===== src/rtl/apb_pkg.sv =====
// Shared definitions for the APB completer: FSM encoding, decode width
// and the default identification word.
package apb_pkg;

   typedef enum logic {
      ST_IDLE   = 1'b0,
      ST_ACCESS = 1'b1
   } apb_state_e;

   localparam int unsigned APB_DECODE_BITS = 12;
   localparam logic [31:0] APB_DEFAULT_ID  = 32'hA9B0_0001;

endpackage


===== src/rtl/apb_regbank.sv =====
// Register array behind the APB completer: one write port and a read mux,
// with slot 0 hardwired to the identification constant.
module apb_regbank
   import apb_pkg::*;
#(
   parameter int unsigned NUM_REGS = 8,
   parameter int unsigned IDX_W    = $clog2(NUM_REGS),
   parameter logic [31:0] ID_VALUE = APB_DEFAULT_ID
) (
   input  logic             hclk,
   input  logic             hresetn,
   input  logic             wr_en,
   input  logic [IDX_W-1:0] wr_idx,
   input  logic [31:0]      wr_data,
   input  logic [IDX_W-1:0] rd_idx,
   output logic [31:0]      rd_data
);

   // Slot 0 has no storage; it is a constant.
   logic [31:0] regs [1:NUM_REGS-1];

   always_ff @(posedge hclk or negedge hresetn) begin
      if (!hresetn) begin
         for (int unsigned i = 1; i < NUM_REGS; i++) begin
            regs[i] <= '0;
         end
      end else if (wr_en) begin
         for (int unsigned i = 1; i < NUM_REGS; i++) begin
            if (wr_idx == IDX_W'(i)) begin
               regs[i] <= wr_data;
            end
         end
      end
   end

   always_comb begin
      rd_data = '0;
      if (rd_idx == '0) begin
         rd_data = ID_VALUE;
      end else begin
         for (int unsigned i = 1; i < NUM_REGS; i++) begin
            if (rd_idx == IDX_W'(i)) begin
               rd_data = regs[i];
            end
         end
      end
   end

endmodule


===== src/rtl/apb_slave_regbank.sv =====
// APB completer with a programmable number of wait states, address/ID
// protection reported through pslverr, and a 32-bit register bank.
module apb_slave_regbank
   import apb_pkg::*;
#(
   parameter int unsigned NUM_REGS    = 8,
   parameter int unsigned WAIT_STATES = 1,
   parameter logic [31:0] ID_VALUE    = APB_DEFAULT_ID
) (
   input  logic        hclk,
   input  logic        hresetn,
   input  logic        psel,
   input  logic        penable,
   input  logic        pwrite,
   input  logic [31:0] paddr,
   input  logic [31:0] pwdata,
   output logic [31:0] pr_data,
   output logic        pready,
   output logic        pslverr
);

   localparam int unsigned IDX_W  = $clog2(NUM_REGS);
   localparam int unsigned SLOT_W = APB_DECODE_BITS - 2;
   localparam logic [SLOT_W-1:0] SLOT_LIMIT = SLOT_W'(NUM_REGS);

   apb_state_e       state, state_nxt;
   logic [3:0]       cnt, cnt_nxt;
   logic             err_q, err_nxt;
   logic             wr_q, wr_nxt;
   logic [IDX_W-1:0] idx_q, idx_nxt;

   logic [SLOT_W-1:0] slot;
   logic              setup_err;
   logic              wr_en;
   logic [31:0]       bank_rdata;
   logic              unused_paddr_hi;

   assign slot            = paddr[APB_DECODE_BITS-1:2];
   assign unused_paddr_hi = ^paddr[31:APB_DECODE_BITS];

   // Misaligned, beyond the bank, or an attempt to overwrite the ID slot.
   assign setup_err = (paddr[1:0] != 2'b00) | (slot >= SLOT_LIMIT)
                    | (pwrite & (slot == '0));

   always_ff @(posedge hclk or negedge hresetn) begin
      if (!hresetn) begin
         state <= ST_IDLE;
         cnt   <= '0;
         err_q <= 1'b0;
         wr_q  <= 1'b0;
         idx_q <= '0;
      end else begin
         state <= state_nxt;
         cnt   <= cnt_nxt;
         err_q <= err_nxt;
         wr_q  <= wr_nxt;
         idx_q <= idx_nxt;
      end
   end

   always_comb begin
      state_nxt = state;
      cnt_nxt   = cnt;
      err_nxt   = err_q;
      wr_nxt    = wr_q;
      idx_nxt   = idx_q;
      pready    = 1'b0;
      case (state)
         ST_IDLE: begin
            if (psel && !penable) begin
               state_nxt = ST_ACCESS;
               cnt_nxt   = 4'(WAIT_STATES);
               err_nxt   = setup_err;
               wr_nxt    = pwrite;
               idx_nxt   = paddr[IDX_W+1:2];
            end
         end
         ST_ACCESS: begin
            pready = (cnt == '0);
            if (!psel || pready) begin
               state_nxt = ST_IDLE;
            end else begin
               cnt_nxt = cnt - 4'd1;
            end
         end
         default: state_nxt = ST_IDLE;
      endcase
   end

   // An aborted transfer (psel dropped) never commits a write.
   assign wr_en   = pready & psel & wr_q & ~err_q;
   assign pslverr = pready & err_q;
   assign pr_data = (pready & ~wr_q & ~err_q) ? bank_rdata : '0;

   apb_regbank #(
      .NUM_REGS (NUM_REGS),
      .IDX_W    (IDX_W),
      .ID_VALUE (ID_VALUE)
   ) u_regbank (
      .hclk    (hclk),
      .hresetn (hresetn),
      .wr_en   (wr_en),
      .wr_idx  (idx_q),
      .wr_data (pwdata),
      .rd_idx  (idx_q),
      .rd_data (bank_rdata)
   );

endmodule


===== config.mk =====
export PLATFORM = sky130hd
export DESIGN_NAME = apb_slave_regbank
export DESIGN_NICKNAME = d
export VERILOG_FILES = /design/src/rtl/apb_pkg.sv /design/src/rtl/apb_regbank.sv /design/src/rtl/apb_slave_regbank.sv
export SDC_FILE = /design/constraint.sdc
export NUM_CORES = 1
export LEC_CHECK = 0
export CORE_ASPECT_RATIO = 0.6
export CORE_UTILIZATION = 52
export CTS_CLUSTER_DIAMETER = 150
export DETAILED_ROUTE_END_ITERATION = 10
export HOLD_SLACK_MARGIN = 0.02
export PLACE_DENSITY = 0.76
export SYNTH_ARGS = -nofsm -noshare
export SYNTH_HDL_FRONTEND = slang
export SYNTH_SLANG_ARGS = --single-unit

===== constraint.sdc =====
create_clock -name hclk -period 2 [get_ports hclk]
set_input_delay 0.6 -clock hclk [delete_from_list [all_inputs] [get_ports hclk]]
set_output_delay 0.6 -clock hclk [all_outputs]
set_load 0.005 [all_outputs]

After elaboration in Yosys (flattened, before gate mapping)

Index checks and enable logic that the tools add are counted.

Magnitude comparators: 1
Bitwise gates (word level): 12
Add/subtract/negate cells: 1
Mux-type cells: 16
Reduce and logical (&&, ||, !) cells: 17
Equality and inequality tests: 9

Operator list:

| operator              | count |
|---|---|
| $mux W32              | 9 |
| $reduce_and A2 Y1     | 9 |
| $eq A3 B3 Y1 const B  | 4 |
| $ge A10 B4 Y1 const B | 1 |
| $logic_not A10 Y1     | 1 |
| $mux W4               | 2 |
| $pmux W4 S2           | 1 |
| $and A1 B1 Y1         | 7 |
| $eq A3 B2 Y1 const B  | 2 |
| $logic_not A4 Y1      | 1 |
| $ne A2 B2 Y1 const B  | 2 |
| $sub A4 B1 Y4 const B | 1 |
| $eq A3 B1 Y1 const B  | 1 |
| $logic_not A3 Y1      | 1 |
| $mux W1               | 3 |
| $not A1 Y1            | 3 |
| $logic_not A1 Y1      | 2 |
| $or A1 B1 Y1          | 2 |
| $pmux W1 S2           | 1 |
| $reduce_bool A2 Y1    | 1 |
| $logic_and A1 B1 Y1   | 1 |
| $logic_or A1 B1 Y1    | 1 |

Bits of input ports: 69
Word-level logic and storage cells: 68
Output and inout port bits: 34
Bits in registers: 234

Longest topological paths before layout

Depth after elaboration: 10
Depth in mapped cells: 8
Mapped depth without buffers: 6

Modules after synthesis

Synthesis repeated with hierarchy kept, for this count alone.

Cells, all modules: 768
Area total of the unflattened synthesis: 10964.3 µm²

Modules (own cells, without submodules):

| module            | sequential area each (µm²) | cells an instance | times used | area each (µm²) |
|---|---|---|---|---|
| apb_regbank       | 5605.4                     | 686               | 1          | 10198.5 |
| apb_slave_regbank | 250.2                      | 82                | 1          | 765.7 |

Worst setup path after synthesis

No wires, ideal clock.

Kind: register -> output
Start point: register idx_q[1]
End point: output port pr_data[17]
Arrival time: 1.680 ns
Required time: 1.400 ns
Buffers on the path: 3
Cell stages (with the launch flop): 6
Setup slack: -0.280 ns
Cells stage by stage: dfrtp_1 > clkbuf_1 > clkbuf_1 > clkbuf_1 > a221oi_1 > a2111oi_0

Word-level cells in the longest chain between the ends: 10
Elaborated cells between the ends (all ways): 17
Those cells by class: eq/ne (7); mux (9); reduce/logical (1)

RTL lines:

| what                   | line                    | source |
|---|---|---|
| from (decl)            | apb_slave_regbank.sv:30 | `logic [IDX_W-1:0] idx_q, idx_nxt;` |
| from (signal assigned) | apb_slave_regbank.sv:57 | `idx_q <= idx_nxt;` |
| $eq A3 B1 Y1           | apb_regbank.sv:42       | `if (rd_idx == IDX_W'(i)) begin` |
| $mux W32 (7 in a row)  | apb_regbank.sv:42       |  |
| $mux W32 *             | apb_regbank.sv:38       | `if (rd_idx == '0) begin` |
| $mux W32 *             | apb_slave_regbank.sv:93 | `assign pr_data = (pready & ~wr_q & ~err_q) ? bank_rdata : '0;` |
| to (decl)              | apb_slave_regbank.sv:17 | `output logic [31:0] pr_data,` |

Every way passes the cells marked *; elsewhere a longest branch is shown, timed or not.

Worst setup path after layout

Start point: register idx_q[2]
End point: output port pr_data[20]

The elaborated chain is that of the path after synthesis.

==> out/metrics.yaml <==
status: "complete, but fails checks"
violations: "negative setup slack"
yosys_register_bits: 234
max-vdd-ir-drop_mv: 0.582
syn-cell-area_um2: 10700
critPathSlowestCell: "dfrtp_4"
fin_nets: 1082
fin_crit_sh_pct: 152
dp_hpwl_um: 18800
crit_chain: "buf_6 -> buf_12 -> or2_4 -> o22ai_1 -> or3_1 -> a21oi_2 -> buf_2"
first_pass_iters: 5
final_util_pct: 78.1
fin_cells: 1299
io_pins: 103
start_util_pct: 53.4
async_reset_ff_share_pct: 100
drc: 0
clkPwrFrac_pct: 32.8
comb_power_share_pct: 30.6
synth-edff-count: 0
startpoint: "idx_q[2]"
slew_violations: 0
finalWirelength_um: 36700
totalPowerFinal_mw: 13.4
ys.flop_type: "dfrtp_1"
die_w_um: 188
p_int_mw: 9.35
p_sw_mw: 4.10
gp_congestion: 0.833
drive_gt1_share_pct: 61.0
cts_tree: "built"
ctsRootBufferMaster: "clkbuf_16"
ys_top_cells_by_area: "dfrtp_1, mux2_2, mux2_4"
synth_nets: 859
synth_commonest_cells: "dfrtp_1, mux2_2, mux2_4"
post_dp_cell_area_um2: 13100
syn_to_final_growth_pct: 46.1
power_density_nw_per_um2: 856
synth_cells: 789
ys_types: 45
dieArea_um2: 21300
dp_slack_ns: -0.797
synth_top_area_share_pct: 54.5
leakage_nw: 7.47
cts.path.max_buffers: 3
rsz0062_at_grt: "true"
worst-path-max-fanout: 8
grt_max_degree: 45
synth_top_cell_by_area: "dfrtp_1"
cts.clk_slew.worst_paths_ns: 0.07
avgViaCountPerCell: 6.45
yosysMostFrequentCell: "dfrtp_1"
dp_cells: 1187
r2r_start: "cnt[1]"
cp-start-kind: "register"
path_delay_family: "simple AND/OR/NAND/NOR gates"
maxCapViolCount: 0
clock_sinks: 234
worstPathBufferInverterCount: 3
core.rowCount: 40
ys_warn_count: 0
whs_ns: 0.501
holdCritPathClass: "register to register"
synth_seq_area_share_pct: 54.5
clk_latency_ns: 0.52
switching_share_pct: 30.5
cp.required_ns: 1.40
drtAntennaViolNets: 0
end_kind: "primary output"
drtIter0Drc: 867
cp.arrival_ns: 2.43
routedWlPerCell_um: 28.2
vias: 8385
setup_viol: 258
grt_pass1_vias: 8722
final.setup_skew_ns: 0.0118
numPortBuffers: 82
syn_area_per_cell_um2: 13.6
slew_headroom_pct: 58.1
htreeDepth: 1
final_area_um2: 15700
die_h_um: 113
grt_pass1_wl_um: 50200
period_needed_ns: 3.03
hold_violations: 0
core_um2: 20100
grt_usage_pct: 30.8
overflow: 0
fmax_ghz: 0.330
cts_buffers: 22
fill_cells: 1026
fin_ws_ns: -1.03
pwr-share-seq_pct: 36.5
tightest_slew_ns: 0.625
hold_path.startpoint: "u_regbank.regs[166]"
antenna_found_initial: 1
max_stage_delay_ns: 0.50
fin_tns_setup_ns: -122.52
path_class: "register to primary output"
[path summary, 6_finish.rpt]
kind | end | slack [ns] | depth (start not counted)
max in group asynchronous | u_regbank.regs[87] | 0.80 | 3
min in group asynchronous | u_regbank.regs[165] | 0.57 | 2
worst max register to register | u_regbank.regs[215] | -0.65 | 12
worst min register to register | u_regbank.regs[166] | 0.50 | 1
worst max-delay path | pr_data[20] | -1.03 | 7
worst min-delay path | u_regbank.regs[166] | 0.50 | 1
[area by class of cell]
cell class | count | area [um2] | share of cell area, %
Timing Repair Buffer | 259 | 2820 | 18.0
Multi-Input combinational cell | 493 | 5920 | 37.7
Clock inverter | 5 | 75.1 | 0.478
Sequential cell | 234 | 5860 | 37.3
Tap cell | 273 | 342 | 2.18
Antenna cell | 1 | 2.50 | 0.0159
Inverter | 2 | 7.51 | 0.0478
Clock buffer | 32 | 669 | 4.26
[cell usage in the layout, fill, tap and decap left out, drive strengths merged, types with 8 or more instances in the layout]
cell type / n
o32ai: 14
mux2: 262
clkdlybuf4s50: 47
or3: 9
dfrtp: 234
nor4: 17
clkbuf: 37
buf: 206
mux2i: 12
a221oi: 22
o22ai: 16
nor2: 19
a21oi: 18
nor2b: 18
a211oi: 8
a2111oi: 8
o2bb2ai: 8
nand2: 29
[kinds of logic (layout without fill, tap and decap cells)]
logic type / count (synthesis) / after routing / share of synthesized area, %
buffers and inverters: 62 / 298 / 2.71
AO/OA/AOI/OAI: 99 / 99 / 6.89
other: 0 / 1 / 0
multiplexers: 275 / 275 / 29.8
AND/OR/NAND/NOR: 118 / 118 / 5.97
adder cells (fa/ha/maj): 1 / 1 / 0.116
flip-flops: 234 / 234 / 54.5
[registers in the layout, summed over array words and instances (netlist names)]
signal          cells
wr_q                1
u_regbank.regs    224
err_q               1
state               1
idx_q               3
cnt                 4
[power groups by stage]
stage	clock, mW	combinational [mW]	sequential, mW
CTS	4.38	3.52	4.90
global placement	0	2.46	5.00
floorplan	0	1.38	4.95
global route	4.64	4.26	4.92
detailed placement	0	2.53	5.01
finish	4.41	4.12	4.91
[metal layers]
metal	global-route usage [%]	up-vias	part of all wire, %
li1	-	3386	-
met1	41.1	4385	40
met2	50.6	478	48
met3	6.42	136	7.6
met4	9.92	0	4.3
met5	0	-	0
[what timing repair did]
action / in CTS / in global routing
hold endpoints to repair: 32 / 0
gates cloned: 6 / 3
buffers inserted: 40 / 29
gates resized for setup: 275 / 111
hold buffers: 1 / 0
pin swaps: 53 / 23
setup endpoints to repair: 256 / 259
Power figures use the tool's default switching activity.
